[src/rtl/atmega_rng_adc_ctrl.sv]
// rtl/atmega_rng_adc_ctrl.sv - ATmega-style ADC register block whose conversion source is an LFSR
// Firmware sees ADCL/ADCH/ADCSRA/ADCSRB/ADMUX with real conversion latency and ADC data read lock.

module atmega_rng_adc_ctrl #(
  parameter string                          PLATFORM          = "XILINX",
  parameter int                             BUS_ADDR_DATA_LEN = 8,
  parameter int                             RNG_BIT_NR        = 10,
  parameter int                             CHANNEL_NR        = 8,
  parameter logic [15:0]                    BANDGAP_VALUE     = 16'h15E,
  parameter logic [BUS_ADDR_DATA_LEN-1:0]   ADCL_ADDR         = 'h78,
  parameter logic [BUS_ADDR_DATA_LEN-1:0]   ADCH_ADDR         = 'h79,
  parameter logic [BUS_ADDR_DATA_LEN-1:0]   ADCSRA_ADDR       = 'h7A,
  parameter logic [BUS_ADDR_DATA_LEN-1:0]   ADCSRB_ADDR       = 'h7B,
  parameter logic [BUS_ADDR_DATA_LEN-1:0]   ADMUX_ADDR        = 'h7C
) (
  input  logic                         clk,
  input  logic                         rst,
  input  logic [BUS_ADDR_DATA_LEN-1:0] addr,
  input  logic                         wr,
  input  logic                         rd,
  input  logic [7:0]                   bus_in,
  output logic [7:0]                   bus_out,
  output logic                         int_o,
  input  logic                         int_ack
);

  localparam int N = RNG_BIT_NR;

  // Maximal-length Fibonacci tap masks for a left-shifting register
  localparam logic [15:0] TAPS =
      (N == 8)  ? 16'h00B8 :
      (N == 9)  ? 16'h0110 :
      (N == 10) ? 16'h0240 :
      (N == 11) ? 16'h0500 :
      (N == 12) ? 16'h0829 :
      (N == 13) ? 16'h100D :
      (N == 14) ? 16'h2015 :
      (N == 15) ? 16'h6000 :
                  16'hD008;

  localparam logic [4:0] CH_LIMIT = 5'(CHANNEL_NR);

  typedef enum logic {S_IDLE, S_CONV} state_t;

  state_t       state_q, state_d;
  logic [N-1:0] lfsr_q, lfsr_d;
  logic [N-1:0] result_q, result_d;
  logic         aden_q, aden_d;
  logic         adate_q, adate_d;
  logic         adif_q, adif_d;
  logic         adie_q, adie_d;
  logic [2:0]   adps_q, adps_d;
  logic [2:0]   adts_q, adts_d;
  logic [1:0]   refs_q, refs_d;
  logic         adlar_q, adlar_d;
  logic [3:0]   mux_q, mux_d;
  logic [3:0]   mux_lat_q, mux_lat_d;
  logic         lock_q, lock_d;
  logic [6:0]   presc_q, presc_d;
  logic [4:0]   tick_q, tick_d;
  logic         first_q, first_d;

  logic         lfsr_fb;
  logic         wr_adcsra, wr_adcsrb, wr_admux;
  logic         rd_adcl, rd_adch;
  logic [6:0]   div_m1;
  logic [4:0]   conv_len_m1;
  logic         adc_tick;
  logic [N-1:0] conv_value;
  logic [15:0]  res_ext;
  logic [15:0]  adc16;
  logic         adsc;
  logic         unused_platform;

  assign unused_platform = (PLATFORM == "XILINX");

  assign lfsr_fb   = ^(lfsr_q & TAPS[N-1:0]);
  assign wr_adcsra = wr && (addr == ADCSRA_ADDR);
  assign wr_adcsrb = wr && (addr == ADCSRB_ADDR);
  assign wr_admux  = wr && (addr == ADMUX_ADDR);
  assign rd_adcl   = rd && (addr == ADCL_ADDR);
  assign rd_adch   = rd && (addr == ADCH_ADDR);
  assign adsc      = (state_q == S_CONV);

  // ADPS=0 divides by 2 like ADPS=1
  always_comb begin
    div_m1 = 7'd1;
    case (adps_q)
      3'd2:    div_m1 = 7'd3;
      3'd3:    div_m1 = 7'd7;
      3'd4:    div_m1 = 7'd15;
      3'd5:    div_m1 = 7'd31;
      3'd6:    div_m1 = 7'd63;
      3'd7:    div_m1 = 7'd127;
      default: div_m1 = 7'd1;
    endcase
  end

  assign conv_len_m1 = first_q ? 5'd24 : 5'd12;
  assign adc_tick    = (presc_q == div_m1);

  always_comb begin
    conv_value = '0;
    if ({1'b0, mux_lat_q} < CH_LIMIT) begin
      conv_value = lfsr_q;
    end else if (mux_lat_q == 4'hE) begin
      conv_value = BANDGAP_VALUE[N-1:0];
    end
  end

  assign res_ext = 16'(result_q);
  assign adc16   = adlar_q ? (res_ext << (16 - N)) : res_ext;
  assign int_o   = adif_q & adie_q;

  always_comb begin
    bus_out = 8'h00;
    if (rd && !rst) begin
      if (addr == ADCL_ADDR) begin
        bus_out = adc16[7:0];
      end else if (addr == ADCH_ADDR) begin
        bus_out = adc16[15:8];
      end else if (addr == ADCSRA_ADDR) begin
        bus_out = {aden_q, adsc, adate_q, adif_q, adie_q, adps_q};
      end else if (addr == ADCSRB_ADDR) begin
        bus_out = {5'b00000, adts_q};
      end else if (addr == ADMUX_ADDR) begin
        bus_out = {refs_q, adlar_q, 1'b0, mux_q};
      end
    end
  end

  always_comb begin
    lfsr_d    = {lfsr_q[N-2:0], lfsr_fb};
    state_d   = state_q;
    result_d  = result_q;
    aden_d    = aden_q;
    adate_d   = adate_q;
    adif_d    = adif_q;
    adie_d    = adie_q;
    adps_d    = adps_q;
    adts_d    = adts_q;
    refs_d    = refs_q;
    adlar_d   = adlar_q;
    mux_d     = mux_q;
    mux_lat_d = mux_lat_q;
    lock_d    = lock_q;
    presc_d   = presc_q;
    tick_d    = tick_q;
    first_d   = first_q;

    if (wr_adcsra) begin
      aden_d  = bus_in[7];
      adate_d = bus_in[5];
      adie_d  = bus_in[3];
      adps_d  = bus_in[2:0];
      if (!bus_in[7]) begin
        first_d = 1'b1;
      end
    end
    if (wr_adcsrb) begin
      adts_d = bus_in[2:0];
    end
    if (wr_admux) begin
      refs_d  = bus_in[7:6];
      adlar_d = bus_in[5];
      mux_d   = bus_in[3:0];
    end

    if (rd_adcl) begin
      lock_d = 1'b1;
    end else if (rd_adch) begin
      lock_d = 1'b0;
    end

    // Clear first so a completion on the same edge sets ADIF again
    if ((wr_adcsra && bus_in[4]) || int_ack) begin
      adif_d = 1'b0;
    end

    case (state_q)
      S_IDLE: begin
        if (wr_adcsra && bus_in[7] && bus_in[6]) begin
          state_d   = S_CONV;
          mux_lat_d = mux_q;
          presc_d   = '0;
          tick_d    = '0;
        end
      end
      S_CONV: begin
        if (wr_adcsra && !bus_in[7]) begin
          state_d = S_IDLE;
        end else if (adc_tick) begin
          presc_d = '0;
          if (tick_q == conv_len_m1) begin
            if (!lock_q) begin
              result_d = conv_value;
            end
            adif_d  = 1'b1;
            first_d = 1'b0;
            if (adate_q && (adts_q == 3'b000)) begin
              mux_lat_d = mux_q;
              tick_d    = '0;
            end else begin
              state_d = S_IDLE;
            end
          end else begin
            tick_d = tick_q + 5'd1;
          end
        end else begin
          presc_d = presc_q + 7'd1;
        end
      end
      default: state_d = S_IDLE;
    endcase
  end

  always_ff @(posedge clk or posedge rst) begin
    if (rst) begin
      state_q   <= S_IDLE;
      lfsr_q    <= '1;
      result_q  <= '0;
      aden_q    <= 1'b0;
      adate_q   <= 1'b0;
      adif_q    <= 1'b0;
      adie_q    <= 1'b0;
      adps_q    <= '0;
      adts_q    <= '0;
      refs_q    <= '0;
      adlar_q   <= 1'b0;
      mux_q     <= '0;
      mux_lat_q <= '0;
      lock_q    <= 1'b0;
      presc_q   <= '0;
      tick_q    <= '0;
      first_q   <= 1'b1;
    end else begin
      state_q   <= state_d;
      lfsr_q    <= lfsr_d;
      result_q  <= result_d;
      aden_q    <= aden_d;
      adate_q   <= adate_d;
      adif_q    <= adif_d;
      adie_q    <= adie_d;
      adps_q    <= adps_d;
      adts_q    <= adts_d;
      refs_q    <= refs_d;
      adlar_q   <= adlar_d;
      mux_q     <= mux_d;
      mux_lat_q <= mux_lat_d;
      lock_q    <= lock_d;
      presc_q   <= presc_d;
      tick_q    <= tick_d;
      first_q   <= first_d;
    end
  end

endmodule
[config.mk]
export PLATFORM = sky130hd
export DESIGN_NAME = atmega_rng_adc_ctrl
export DESIGN_NICKNAME = d
export VERILOG_FILES = /design/src/rtl/atmega_rng_adc_ctrl.sv
export SDC_FILE = /design/constraint.sdc
export NUM_CORES = 1
export LEC_CHECK = 0
export ABC_AREA = 1
export CORE_UTILIZATION = 55
export DETAILED_ROUTE_END_ITERATION = 16
export PLACE_DENSITY_LB_ADDON = 0.12
export SLEW_MARGIN = 25
export SYNTH_ARGS = -nofsm -noshare
export SYNTH_HDL_FRONTEND = slang
export SYNTH_SLANG_ARGS = --single-unit
[constraint.sdc]
create_clock -name clk -period 2.8 [get_ports clk]
set_clock_uncertainty 0.05 [all_clocks]
set_input_delay 0.84 -clock clk [delete_from_list [all_inputs] [get_ports clk]]
set_output_delay 0.84 -clock clk [all_outputs]
set_load 0.01 [all_outputs]
==> impl_results.md <==
* Status: finished, violations left
* Failing checks: negative setup slack
* Starting DRC count in detailed routing at 229
* Critical Path RT at ~1.9 ns
* Crit path cell chain: buf_6 -> inv_2 -> nand2_2 -> nor2_4 -> nand4_1 -> buf_4 -> nor2_4 -> buf_6 -> nand2_2 -> nand2_1 -> nor2_1 -> nor2_1 -> buf_2
* Hold_buf cts at 0
* Die H at 78.03 microns
* Vias after detailed routing at 2944
* Area grow syn2layout at 22.51%
* Post-route ant nets at 0
* Max FO, Critical Path at 3
* Largest area contributor in the netlist: dfrtp_1
* Setup tns final at -0.6010 ns
* Root Buffer: clkbuf_8
* Port bufs at 29
* Worst Tran Pin Value at 0.6803 ns
* Final WS setup at -0.1725 ns
* First-pass GRT wire length at 13.25 mm
* Clk sinks at 56
* Total track usage at 0.2801
* Num CTS Buffers at 5
* RSZ-0062 raised after global routing: yes
* Htree depth at 2
* Drt total wl at 7.857 mm
* Number of global-route vias before repair at 2949
* FF+latch area at roughly 1400 sq um
* Max Cap Viol at 0
* Critical Path Source Type: input port
* Peak Freq at 0.3364 GHz
* Placed cell count at 533
* Slew headroom at 0.5455
* Ranking of synthesized cells by area: dfrtp_1 (35%), nand2_1 (13%), dfstp_2 (9.1%)
* Gpl congestion at 0.9158
* Initial antenna violation count at 0
* Largest net degree at the start of global routing at 29
* Cells after Synth at about 420
* HP Class: flip-flop to flip-flop
* Wirelength per Cell at 14.18 microns
* Cell Rows at 27
* # IOs at 30
* Synth cell types at 33
* Syn nets at 443
* Most common cell after layout, fill and taps aside: nand2_1
* Die Area at 6089 sq um
* Drt drc at 0
* Crit path DAT at 2.08 ns
* Starting Density at 0.5738
* CTS max path bufs at 2
* Max stage delay cell, worst path: buf_4
* Total iterations of the first detailed-routing run at 6
* Post-Synthesis Mean Instance Area at 7.588 sq um
* Leakage at between 1.5 and 2 nW
* Critical path class: input port to primary output
* Mapped Area at 3179 sq um
* Core footprint at about 5500 sq um
* Hpwl dp at 5.663 mm
* Largest stage delay on the critical path at 0.20 ns
* Synth Warn # at 0
* # setup viols final at 7
* Share of the synthesized area in the top cell type at 0.3542
* Fin. Hold Viols at 0
* Register area share after synthesis at 0.4451
* Worst vdd ir at 257.3 uV
* Most frequent cells in the layout: nand2_1 (108), inv_1 (52), dfrtp_1 (45), buf_4 (33), nor2_1 (27)
* Vias per std cell at 5.314
* Total global routing overflow at 0
* Hold slack at 0.3172 ns
* Synth Register Bits at 56
* TritonCTS clock tree: yes
* N_diodes at 0
* Final cell count without fillers at 554
* Clk_lat worst skew at between 0.3 and 0.4 ns
* Final design utilization at 0.7030
* Area of the multi-input gates at 1550 sq um
* Fill cell count at 474
* Tcrit/Tclk final at 1.062
* Die Wd at 78.03 microns
* Minimum clock period at 2.973 ns
* Final Max Tran Viols at 0
* Pwr Density at between 400 and 500 nW/um^2
* Layout Nets at 505
* Share of cells above drive strength 1 at 0.2552
* Clock slew at reported path FFs at about 0.11 ns
* Endpoint class of the critical path: primary output
final timing paths:
check	cells past startpoint	endpoint	start	slack (ns)
setup / recovery	13	bus_out[2]	addr[7]	-0.17
hold / removal	0	lfsr_q[5]$_DFF_PP1_	lfsr_q[4]$_DFF_PP1_	0.32
setup reg to reg	9	tick_q[1]$_DFFE_PP0P_	adps_q[2]$_DFFE_PP0N_	0.71
hold reg to reg	0	lfsr_q[5]$_DFF_PP1_	lfsr_q[4]$_DFF_PP1_	0.32
max in group asynchronous	4	lfsr_q[4]$_DFF_PP1_	rst	1.23
min in group asynchronous	3	presc_q[5]$_DFFE_PP0P_	rst	0.88
sequential cells by signal, summed over array words and instances, names as in the netlist:
name	cells
adif_q	1
adie_q	1
result_q	10
adlar_q	1
presc_q	7
adps_q	3
mux_lat_q	4
lock_q	1
adsc	1
tick_q	5
adate_q	1
aden_q	1
adts_q	3
lfsr_q	10
first_q	1
refs_q	2
mux_q	4
repair_timing:
item                                    4_1_cts  5_1_grt
resized for setup                            85       16
endpoints found under the setup margin        8        8
pin swaps                                    17       11
gates cloned                                  0        0
buffers inserted                             10        3
cell families (layout without fill, tap and decap cells):
group                      after synthesis  after routing  synth area share
muxes                                    4              4           0.01417
AOI/OAI and AO/OA                       62             62            0.1082
adders and majority gates                3              3           0.01181
and+or+nand+nor                        210            210            0.2995
xor gates and xnor gates                10             10           0.02755
buffers and inverters                   74            137           0.09366
DFF                                     56             56            0.4451
worst max-delay path: cells and delay by family:
kind                   cells  cell delay, ns
buffers and inverters      5            0.60
and+or+nand+nor            8            0.64
power by group:
group | leakage, nW | internal, mW | switching, mW
combinational | 1.24 | 0.109 | 0.169
sequential | 0.641 | 0.857 | 0.0593
clock | 0.0445 | 0.178 | 0.286
cell usage after synthesis:
library cell / number
nand2_1: 113
inv_1: 58
dfrtp_1: 45
nor2_1: 31
o21ai_0: 31
nand3_1: 22
nand4_1: 19
a21oi_1: 13
dfstp_2: 11
nor2_2: 8
xor2_1: 8
nand2_2: 6
inv_2: 5
nor3_1: 5
o22ai_1: 5
buf_2: 4
clkbuf_1: 4
mux2_2: 4
o21ai_2: 4
ha_1: 3
o21ai_1: 3
a31oi_1: 2
buf_6: 2
nor3b_1: 2
o211ai_1: 2
xnor2_1: 2
a211oi_1: 1
clkinv_1: 1
nand3_2: 1
nand3_4: 1
nand3b_1: 1
nor2_8: 1
o21a_1: 1
through the flow:
| step | cell area, sq um | power, mW | setup WS, ns |
|---|---|---|---|
| after floorplan | 3179 | 1.099 | 0.1024 |
| after global routing | 3895 | 1.737 | -0.2683 |
| final | 3895 | 1.659 | -0.1725 |
| after CTS | 3859 | 1.663 | -0.1791 |
| after global placement | 3687 | 1.190 | -0.9138 |
| after detailed placement | 3687 | 1.199 | -0.9537 |
layer usage:
layer,part of all wire,GRT usage,vias to the layer above
li1,-,-,1465
met1,0.43,0.3522,1388
met3,0.038,0.03372,18
met2,0.51,0.4929,73
met5,0,0,-
met4,0.023,0.1093,0
area by class of cell:
cell class	count	share of cell area
clock buffer	5	0.01767
clock inverter	3	0.005461
inverter	64	0.06168
multi-input combinational	289	0.3980
sequential	56	0.3633
tap	72	0.02313
timing repair buffer	65	0.1307
Note: power is estimated with default switching activity, not from simulation.
